**config.mk**
```make
export PLATFORM = sky130hd
export DESIGN_NAME = seven_seg_display_driver
export DESIGN_NICKNAME = d
export VERILOG_FILES = /design/src/rtl/seven_seg_display_driver.sv
export SDC_FILE = /design/constraint.sdc
export NUM_CORES = 1
export LEC_CHECK = 0
export CORE_MARGIN = 2
export CORE_UTILIZATION = 53
export CTS_CLUSTER_DIAMETER = 50
export CTS_CLUSTER_SIZE = 8
export DETAILED_ROUTE_END_ITERATION = 12
export PLACE_DENSITY_LB_ADDON = 0.05
export SLEW_MARGIN = 10
export SYNTH_ARGS = -nofsm -noshare
export SYNTH_HDL_FRONTEND = slang
export SYNTH_SLANG_ARGS = --single-unit
```
**constraint.sdc**
```tcl
create_clock -name clk -period 2.05 [get_ports clk]
set_input_delay 0.3075 -clock clk [delete_from_list [all_inputs] [get_ports clk]]
set_output_delay 0.3075 -clock clk [all_outputs]
set_load 0.02 [all_outputs]
```
**src/rtl/seven_seg_display_driver.sv**
```systemverilog
// seven_seg_display_driver
//   Drives a 4-digit common-anode seven-segment display from a 16-bit value.
//   The value is sampled periodically, optionally converted to decimal with a
//   sequential double-dabble engine, latched into a display register and then
//   scanned out one digit at a time.
//
// Ports:
//   clk           system clock, all logic on the rising edge
//   rst           synchronous active-high reset
//   display_data  16-bit value to display
//   decimal_point dp mask, bit k lights the dp of digit k (digit 0 rightmost)
//   bcd_mode      1 = decimal display, 0 = hex display
//   an            digit enables, active-low one-hot, an[0] = rightmost digit
//   seg           segments {g,f,e,d,c,b,a}, active-low
//   dp            decimal point, active-low
//   update_pulse  one-cycle pulse when the display register takes a new value
module seven_seg_display_driver #(
  parameter int REFRESH_COUNT       = 100_000,
  parameter bit BLANK_LEADING_ZEROS = 1'b1
) (
  input  logic        clk,
  input  logic        rst,
  input  logic [15:0] display_data,
  input  logic [3:0]  decimal_point,
  input  logic        bcd_mode,
  output logic [3:0]  an,
  output logic [6:0]  seg,
  output logic        dp,
  output logic        update_pulse
);

  localparam int CW = (REFRESH_COUNT > 2) ? $clog2(REFRESH_COUNT) : 1;
  localparam logic [CW-1:0] REFRESH_LAST = CW'(REFRESH_COUNT - 1);

  localparam logic [6:0] SEG_DASH  = 7'b0111111;
  localparam logic [6:0] SEG_BLANK = 7'b1111111;

  typedef enum logic [1:0] {IDLE, SHIFT, LOAD} state_t;

  state_t      state, state_next;
  logic [15:0] data_cap;
  logic [3:0]  dp_cap;
  logic        bcd_cap;
  logic [19:0] bcd_acc;
  logic [19:0] bcd_adj;
  logic [4:0]  shift_cnt;

  logic [15:0] disp_digits;
  logic        disp_bcd;
  logic        disp_ovf;
  logic [3:0]  disp_dp;

  logic [CW-1:0] refresh_cnt;
  logic [1:0]    digit_idx;
  logic [3:0]    cur_nibble;
  logic [3:0]    blank_vec;
  logic [6:0]    seg_next;

  function automatic logic [6:0] hex_to_seg(input logic [3:0] v);
    case (v)
      4'h0: hex_to_seg = 7'b1000000;
      4'h1: hex_to_seg = 7'b1111001;
      4'h2: hex_to_seg = 7'b0100100;
      4'h3: hex_to_seg = 7'b0110000;
      4'h4: hex_to_seg = 7'b0011001;
      4'h5: hex_to_seg = 7'b0010010;
      4'h6: hex_to_seg = 7'b0000010;
      4'h7: hex_to_seg = 7'b1111000;
      4'h8: hex_to_seg = 7'b0000000;
      4'h9: hex_to_seg = 7'b0010000;
      4'hA: hex_to_seg = 7'b0001000;
      4'hB: hex_to_seg = 7'b0000011;
      4'hC: hex_to_seg = 7'b1000110;
      4'hD: hex_to_seg = 7'b0100001;
      4'hE: hex_to_seg = 7'b0000110;
      default: hex_to_seg = 7'b0001110;
    endcase
  endfunction

  always_ff @(posedge clk) begin
    if (rst) state <= IDLE;
    else     state <= state_next;
  end

  always_comb begin
    state_next = state;
    case (state)
      IDLE:  state_next = SHIFT;
      SHIFT: if (shift_cnt == 5'd15) state_next = LOAD;
      LOAD:  state_next = IDLE;
      default: state_next = IDLE;
    endcase
  end

  // Double-dabble correction: any BCD digit of 5 or more would overflow
  // past 9 when doubled, so pre-add 3 before the shift.
  always_comb begin
    bcd_adj = bcd_acc;
    for (int i = 0; i < 5; i++) begin
      if (bcd_acc[4*i +: 4] >= 4'd5) bcd_adj[4*i +: 4] = bcd_acc[4*i +: 4] + 4'd3;
    end
  end

  // data_cap stays intact through the conversion so hex mode can load it
  // directly; the shift engine picks its bits MSB-first by index.
  always_ff @(posedge clk) begin
    if (rst) begin
      data_cap     <= '0;
      dp_cap       <= '0;
      bcd_cap      <= 1'b0;
      bcd_acc      <= '0;
      shift_cnt    <= '0;
      disp_digits  <= '0;
      disp_bcd     <= 1'b0;
      disp_ovf     <= 1'b0;
      disp_dp      <= '0;
      update_pulse <= 1'b0;
    end else begin
      update_pulse <= 1'b0;
      case (state)
        IDLE: begin
          data_cap  <= display_data;
          dp_cap    <= decimal_point;
          bcd_cap   <= bcd_mode;
          bcd_acc   <= '0;
          shift_cnt <= '0;
        end
        SHIFT: begin
          bcd_acc   <= {bcd_adj[18:0], data_cap[4'd15 - shift_cnt[3:0]]};
          shift_cnt <= shift_cnt + 5'd1;
        end
        LOAD: begin
          update_pulse <= 1'b1;
          disp_dp      <= dp_cap;
          disp_bcd     <= bcd_cap;
          if (bcd_cap) begin
            disp_digits <= bcd_acc[15:0];
            disp_ovf    <= |bcd_acc[19:16];
          end else begin
            disp_digits <= data_cap;
            disp_ovf    <= 1'b0;
          end
        end
        default: ;
      endcase
    end
  end

  always_ff @(posedge clk) begin
    if (rst) begin
      refresh_cnt <= '0;
      digit_idx   <= '0;
    end else if (refresh_cnt == REFRESH_LAST) begin
      refresh_cnt <= '0;
      digit_idx   <= digit_idx + 2'd1;
    end else begin
      refresh_cnt <= refresh_cnt + CW'(1);
    end
  end

  // A digit is a leading zero only if it and every digit to its left are
  // zero and carry no lit decimal point; walk from the leftmost digit down.
  always_comb begin : blank_calc
    logic lz;
    blank_vec = '0;
    lz = BLANK_LEADING_ZEROS && disp_bcd && !disp_ovf;
    for (int k = 3; k >= 1; k--) begin
      lz = lz && (disp_digits[4*k +: 4] == 4'd0) && !disp_dp[k];
      blank_vec[k] = lz;
    end
  end

  always_comb begin
    cur_nibble = disp_digits[{digit_idx, 2'b00} +: 4];
    if (disp_ovf)                  seg_next = SEG_DASH;
    else if (blank_vec[digit_idx]) seg_next = SEG_BLANK;
    else                           seg_next = hex_to_seg(cur_nibble);
  end

  always_ff @(posedge clk) begin
    if (rst) begin
      an  <= 4'b1111;
      seg <= SEG_BLANK;
      dp  <= 1'b1;
    end else begin
      an  <= ~(4'b0001 << digit_idx);
      seg <= seg_next;
      dp  <= ~disp_dp[digit_idx];
    end
  end

endmodule

```
==> impl_metrics.ini <==
[run_status]
status = finished clean

[floorplanning]
die_width_um = 100
num_rows = 35
core_area_mm2 = 0.00906
die_y_um = 100
ios = 36
die_area_mm2 = 0.00999
start_util_pct = 53.8

[clocking]
insertion_delay_ns = 0.36
cts_num_sinks = 102
clk_pin_slew_worst_paths_ns = 0.09
cts_resized = 0
cts_tree = done
htree_levels = 3
cts_buffers = 9
cts_buffer_depth = 2
cts_root_buffer = clkbuf_8
cts_hold_buf = 0
cts_setup_buffers = 0

[timing]
setup_viol = 0
rsz0062_at_grt = false
clock_skew_ns = 0.0146
fin_crit_ns = 1.91
fin_tns_setup_ns = 0
fmax_ghz = 0.525
hold_ws_ns = 0.252
finalHoldViolations = 0
fin_ws_ns = 0.145
maxSlewHeadroom_pct = 46.7
finalCritPeriodShare_pct = 92.9
worst_pin_slew_ns = 0.799
slew_violations = 0

[setup_path]
r2r_start = digit_idx[0]
crit_chain = buf_4, mux4_2, mux2_2, mux2i_1, nand3_1
worst-r2r-setup-slack_ns = 0.14
worstSetupEndpointType = register
worstSetupEndpoint = seg[3]
criticalPathCategory = reg -> reg
worstSetupStartpoint = digit_idx[0]
r2r_end = seg[3]
cp_slowest_stage_delay_ns = 0.64
critPathArrivalTime_ns = 2.14
crit_required_ns = 2.28
cp_max_fo = 12
rr_worst_depth = 5
start_kind = register
cpMaxStageDelayCell = mux4_2

[placed_design]
globalplace.congestion = 0.843
hpwl_mm = 7.61
pre_cts_ws_ns = 0.167
port_buffers = 35

[global_route]
grt_max_degree = 39
track_usage_pct = 21.8
grt_pass1_wl_mm = 17.2
grt_pass1_vias = 3495
grt_remaining_overflow = 0
antenna_found_initial = 0

[logic_synthesis]
synth-main-ff-cell = dfxtp_1
synth_nets = 578
synth_area_leader_cell = dfxtp_1
async_flop_share_pct = 0
syn_area_mm2 = 0.00488
yosysSeqAreaShare_pct = 41.8
synth_edf_count = 0
ys_types = 54
ys_ff_latch = 102
synthCells = 532
synth_area_per_cell_um2 = 9.17
yosysWarnings = 0
yosys-top-cells-area = dfxtp_1 (42%), ha_1 (5.9%), nand2_1 (5.5%)
synth_top_area_share_pct = 41.8

[detailed_routing]
avgRoutedWirePerCell_um = 15.1
totalWireLength_mm = 10.3
drt_iter0_markers = 156
via_per_inst = 5.62
drt.antenna.violating_nets = 0
vias = 3833
drt-pass1-iter-count = 4
drc = 0

[final_layout]
drive_gt1_share_pct = 10.2
area_growth_pct = 13.9
nFillCells = 818
final_common_cell = dfxtp_1
final_nets = 612
final_cell_mix = dfxtp_1 (101), nand2_1 (72), nor2_1 (46)
antenna_cells = 0

[flow_run]
cap_violations = 0

[min_path]
hold_depth = 2
hold_class = in -> reg

[pwr]
pwr_density_cell_mw_per_mm2 = 619
p_leak_nw = 2.02
vdd_drop_max_v = 0.000355
==> Yosys cell counts (4+ instances only) <==
| master | number |
|---|---|
| a22o_1 | 6 |
| nor3b_1 | 5 |
| o21ai_0 | 6 |
| mux2_2 | 6 |
| clkbuf_1 | 22 |
| or3_1 | 4 |
| a32o_1 | 5 |
| nand2b_1 | 6 |
| ha_1 | 23 |
| xor2_1 | 11 |
| mux2i_1 | 26 |
| a211oi_1 | 17 |
| dfxtp_1 | 102 |
| nand2_1 | 72 |
| nor4_1 | 5 |
| nand4_1 | 7 |
| inv_1 | 23 |
| o32ai_1 | 4 |
| o31ai_1 | 6 |
| o22ai_1 | 6 |
| nand3_1 | 11 |
| mux4_2 | 9 |
| xnor2_1 | 15 |
| a21oi_1 | 39 |
| nor2_1 | 47 |
| nor3_1 | 4 |
| buf_2 | 5 |
==> power breakdown <==
group	switching (mW)	leakage [nW]	internal (mW)
sequential	0.0311	0.830	2.02
clock	0.661	0.0934	0.508
combinational	0.111	1.10	0.111
total	0.803	2.02	2.64
==> metrics by stage <==
stage / area (um^2) / cells / utilization [%] / total power, mW
after floorplan: 4880 / 532 / - / 2.22
after global placement: 5380 / 666 / 59.3 / 2.32
after detailed placement: 5380 / 666 / 59.3 / 2.32
after CTS: 5550 / 682 / 61.3 / 3.49
after global routing: 5560 / 682 / 61.3 / 3.58
final: 5560 / 682 / 61.3 / 3.44
==> worst max-delay path: cells and delay by family, from the launching register on <==
family	cells	cell delay [ns]
buffers and inverters	1	0.21
flip-flops	1	0.39
multiplexers	3	1.09
AND/OR/NAND/NOR	1	0.09
==> worst min-delay path by stage <==
| stage | to | slack, ns | start |
|---|---|---|---|
| finish | digit_idx[0] | 0.25 | rst |
| global route | digit_idx[0] | 0.24 | rst |
| CTS | digit_idx[0] | 0.23 | rst |
| detailed placement | disp_bcd | 0.44 | disp_bcd |
| global placement | refresh_cnt[0] | 0.43 | refresh_cnt[0] |
| floorplan | refresh_cnt[0] | 0.42 | refresh_cnt[0] |
==> logic make-up (layout without fill, tap and decap cells) <==
group | count (synthesis) | after routing | share of synthesized area, %
simple gates | 182 | 182 | 17.9
mux | 41 | 41 | 10.9
flops | 102 | 102 | 41.8
fa+ha+maj | 23 | 23 | 5.90
xor+xnor | 26 | 26 | 4.67
compound gates | 104 | 104 | 14.3
buf+inv | 54 | 93 | 4.51
==> flip-flops by register name (all words and copies together), names as in the netlist <==
register      count
shift_cnt         5
disp_dp           4
refresh_cnt      17
dp                1
seg               7
disp_ovf          1
bcd_acc          20
bcd_cap           1
an                4
state             2
dp_cap            4
digit_idx         2
disp_digits      16
data_cap         16
disp_bcd          1
update_pulse      1
==> per-layer routing <==
layer | vias up | part of all wire, % | GRT usage (%)
met3 | 7 | 4.9 | 5.22
met1 | 1795 | 44 | 27.9
met4 | 0 | 0.91 | 5.48
li1 | 1958 | - | -
met2 | 73 | 50 | 37.3
met5 | - | 0 | 0
==> cell type report <==
| type | instances | area (um^2) | share of cell area, % |
|---|---|---|---|
| inverters | 23 | 86.3 | 1.55 |
| clock buffers | 13 | 159 | 2.86 |
| multi-input cells | 376 | 2620 | 47.2 |
| repair buffers | 54 | 488 | 8.78 |
| flip-flops and latches | 102 | 2040 | 36.8 |
| clock inverters | 3 | 18.8 | 0.338 |
| well taps | 111 | 139 | 2.50 |
(Power assumes the default switching activity.)
==> RTL edit: new RTL, same settings <==
Put one more register stage on the output `update_pulse`. The value now appears one clock later. The other outputs are not delayed to match. Comments in the files are not updated.
--- a/src/rtl/seven_seg_display_driver.sv
+++ b/src/rtl/seven_seg_display_driver.sv
@@ -36,6 +36,8 @@
   localparam logic [6:0] SEG_BLANK = 7'b1111111;
 
   typedef enum logic [1:0] {IDLE, SHIFT, LOAD} state_t;
+
+  logic update_pulse_s0;
 
   state_t      state, state_next;
   logic [15:0] data_cap;
@@ -114,9 +116,9 @@
       disp_bcd     <= 1'b0;
       disp_ovf     <= 1'b0;
       disp_dp      <= '0;
-      update_pulse <= 1'b0;
+      update_pulse_s0 <= 1'b0;
     end else begin
-      update_pulse <= 1'b0;
+      update_pulse_s0 <= 1'b0;
       case (state)
         IDLE: begin
           data_cap  <= display_data;
@@ -130,7 +132,7 @@
           shift_cnt <= shift_cnt + 5'd1;
         end
         LOAD: begin
-          update_pulse <= 1'b1;
+          update_pulse_s0 <= 1'b1;
           disp_dp      <= dp_cap;
           disp_bcd     <= bcd_cap;
           if (bcd_cap) begin
@@ -189,5 +191,9 @@
     end
   end
 
+  always_ff @(posedge clk) begin
+    update_pulse <= update_pulse_s0;
+  end
+
 endmodule
 
Formal check against the unedited RTL: no difference found for any inputs over 10 cycles, from zero or initial values and one cycle with rst high; that may be too few to reach the edited logic, so the function may still have changed.
==> RTL edit against the unedited design <==
  * Cell area about the same
  * Synthesized area up 0.41%
  * Power up 0.44%
  * Wire length down 0.64%
  * Clock power about the same
  * Synthesized cell count up 0.19%
  * Sequential cell count up 1
  * Die area up 0.40%
  * Setup slack worse by 0.011 ns
  * Maximum frequency down 0.58%
  * Via count up 0.13%
  * Sequential share of layout area up 0.34 points
==> RTL edit: results (changes against the unedited design) <==
| Metric | Value |
|---|---|
| Vias in the first global route | `3523 (+0.80%)` |
| Crit Path Max Fanout | `6 (-6)` |
| Final Skew | `0.0123 ns (-0.00230 ns)` |
| Gpl congestion | `0.893 (+5.9%)` |
| First-pass GRT wire length | `17100 µm (-0.28%)` |
| DR vias/cell | `5.64 (+0.42%)` |
| Placed inst area | `5380 µm² (about the same)` |
| Antenna violations before repair | `0 (unchanged)` |
| Commonest cells post-synth | `103 x dfxtp_1, 72 x nand2_1, 47 x nor2_1` |
| Synth area leaders | `dfxtp_1 42%, ha_1 5.9%, nand2_1 5.5%, mux2i_1 5.3%, mux4_2 4.1%` |
| Routing usage on met3 | `4.53% (-0.70 points)` |
| Clock Latency Late Sink | `0.36 ns (about the same)` |
| Fin nets | `611 (-0.16%)` |
| Largest net degree at the start of global routing | `41 (+5.1%)` |
| Port bufs | `35 (unchanged)` |
| Layout cells sized above 1 | `9.67% (-0.49 points)` |
| Longest Clk Path Bufs | `2 (unchanged)` |
| Post-synthesis sequential area ratio | `42.1% (+0.24 points)` |
| Avg WL per Cell | `15.1 µm (-0.35%)` |
| Hold Crit Class | `in -> reg` |
| Leak Pwr | `2.01 nW (-0.42%)` |
| DRT Pass-1 Iters | `4 (unchanged)` |
| VDD IR max | `0.439 mV (+23%)` |
| Clk slew on worst S/H paths | `0.09 ns (about the same)` |
| Total Routing Usage GR | `21.5% (-0.27 points)` |
| Biggest regs | `bcd_acc: 20 flops, refresh_cnt: 17 flops` |
| GR Util met2 | `35.5% (-1.7 points)` |
| Syn Nets | `579 (+0.17%)` |
| Dpl ws | `0.153 ns (-0.0140 ns)` |
| Setup repair bufs after CTS | `0 (unchanged)` |
| CTS root buf | `clkbuf_8` |
| CP arrival | `2.16 ns (+0.02 ns)` |
| Ys async rst share | `0% (unchanged)` |
| Gates resized, CTS repair | `0 (unchanged)` |
| GR Util met1 | `27.7% (-0.30 points)` |
| Hpwl dp | `7500 µm (-1.5%)` |
| Status | `finished, final reports clean` |
| Cts bufs inserted | `9 (unchanged)` |
| Synth Warn # | `0 (unchanged)` |
| Sw Pwr | `803 µW (about the same)` |
| Inserted Diodes | `0 (unchanged)` |
| Measured slew at the worst slew-check pin | `0.807 ns (+0.00845 ns)` |
| Unique masters post-synth | `54 (unchanged)` |
| H-tree Lvls | `3 (unchanged)` |
| Initial DRC count | `114 (-27%)` |
[RTL edit: power by group through the flow]
| stage | Sequential (mW) | Combinational (mW) | Clock, mW |
|---|---|---|---|
| floorplan | 2.11 | 0.129 | 0 |
| global placement | 2.12 | 0.220 | 0 |
| detailed placement | 2.12 | 0.222 | 0 |
| CTS | 2.07 | 0.222 | 1.21 |
| global route | 2.08 | 0.247 | 1.28 |
| finish | 2.07 | 0.220 | 1.17 |
[RTL edit: metal layers]
| metal | wire length (µm) | vias to the layer above |
|---|---|---|
| met1 | 4710 | 1804 |
| met2 | 4850 | 77 |
| met5 | 0 | - |
| li1 | - | 1939 |
| met3 | 428 | 18 |
| met4 | 259 | 0 |
[RTL edit: critical path, stage by stage (launching register included)]
cell,delay [ns]
dfxtp_2,0.41
mux4_2,0.59
ha_1,0.28
mux2_2,0.27
a21oi_1,0.16
o211ai_1,0.10
[RTL edit: path summary, 6_finish.rpt]
check | from | end | slack [ns] | cells after the start
setup / recovery | digit_idx[0] | seg[6] | 0.13 | 5
hold reg to reg | update_pulse_s0 | update_pulse | 0.34 | 0
setup reg to reg | digit_idx[0] | seg[6] | 0.13 | 5
hold / removal | rst | digit_idx[1] | 0.32 | 2
[RTL edit: layout make-up]
type / count / area (µm²)
Fill cell: 820 / 3550
Multi-Input combinational cell: 376 / 2620
Sequential cell: 103 / 2060
Timing Repair Buffer: 52 / 473
Clock buffer: 13 / 159
Tap cell: 111 / 139
Inverter: 23 / 86.3
Clock inverter: 2 / 16.3
[RTL edit: cells by family (layout without fill, tap and decap cells)]
kind of cell	count (synthesis)	after routing	share of synthesized area, %
XOR/XNOR	26	26	4.65
flip-flops	103	103	42.1
AND/OR/NAND/NOR	182	182	17.8
multiplexers	41	41	10.8
AO/OA/AOI/OAI	104	104	14.3
buffers and inverters	54	90	4.49
adder cells (fa/ha/maj)	23	23	5.87
[RTL edit: through the flow]
step | power [mW] | hold slack (ns) | cells
CTS | 3.50 | 0.307 | 680
global route | 3.61 | 0.332 | 680
global placement | 2.34 | 0.313 | 665
finish | 3.46 | 0.316 | 680
floorplan | 2.24 | 0.310 | 533
detailed placement | 2.34 | 0.316 | 665
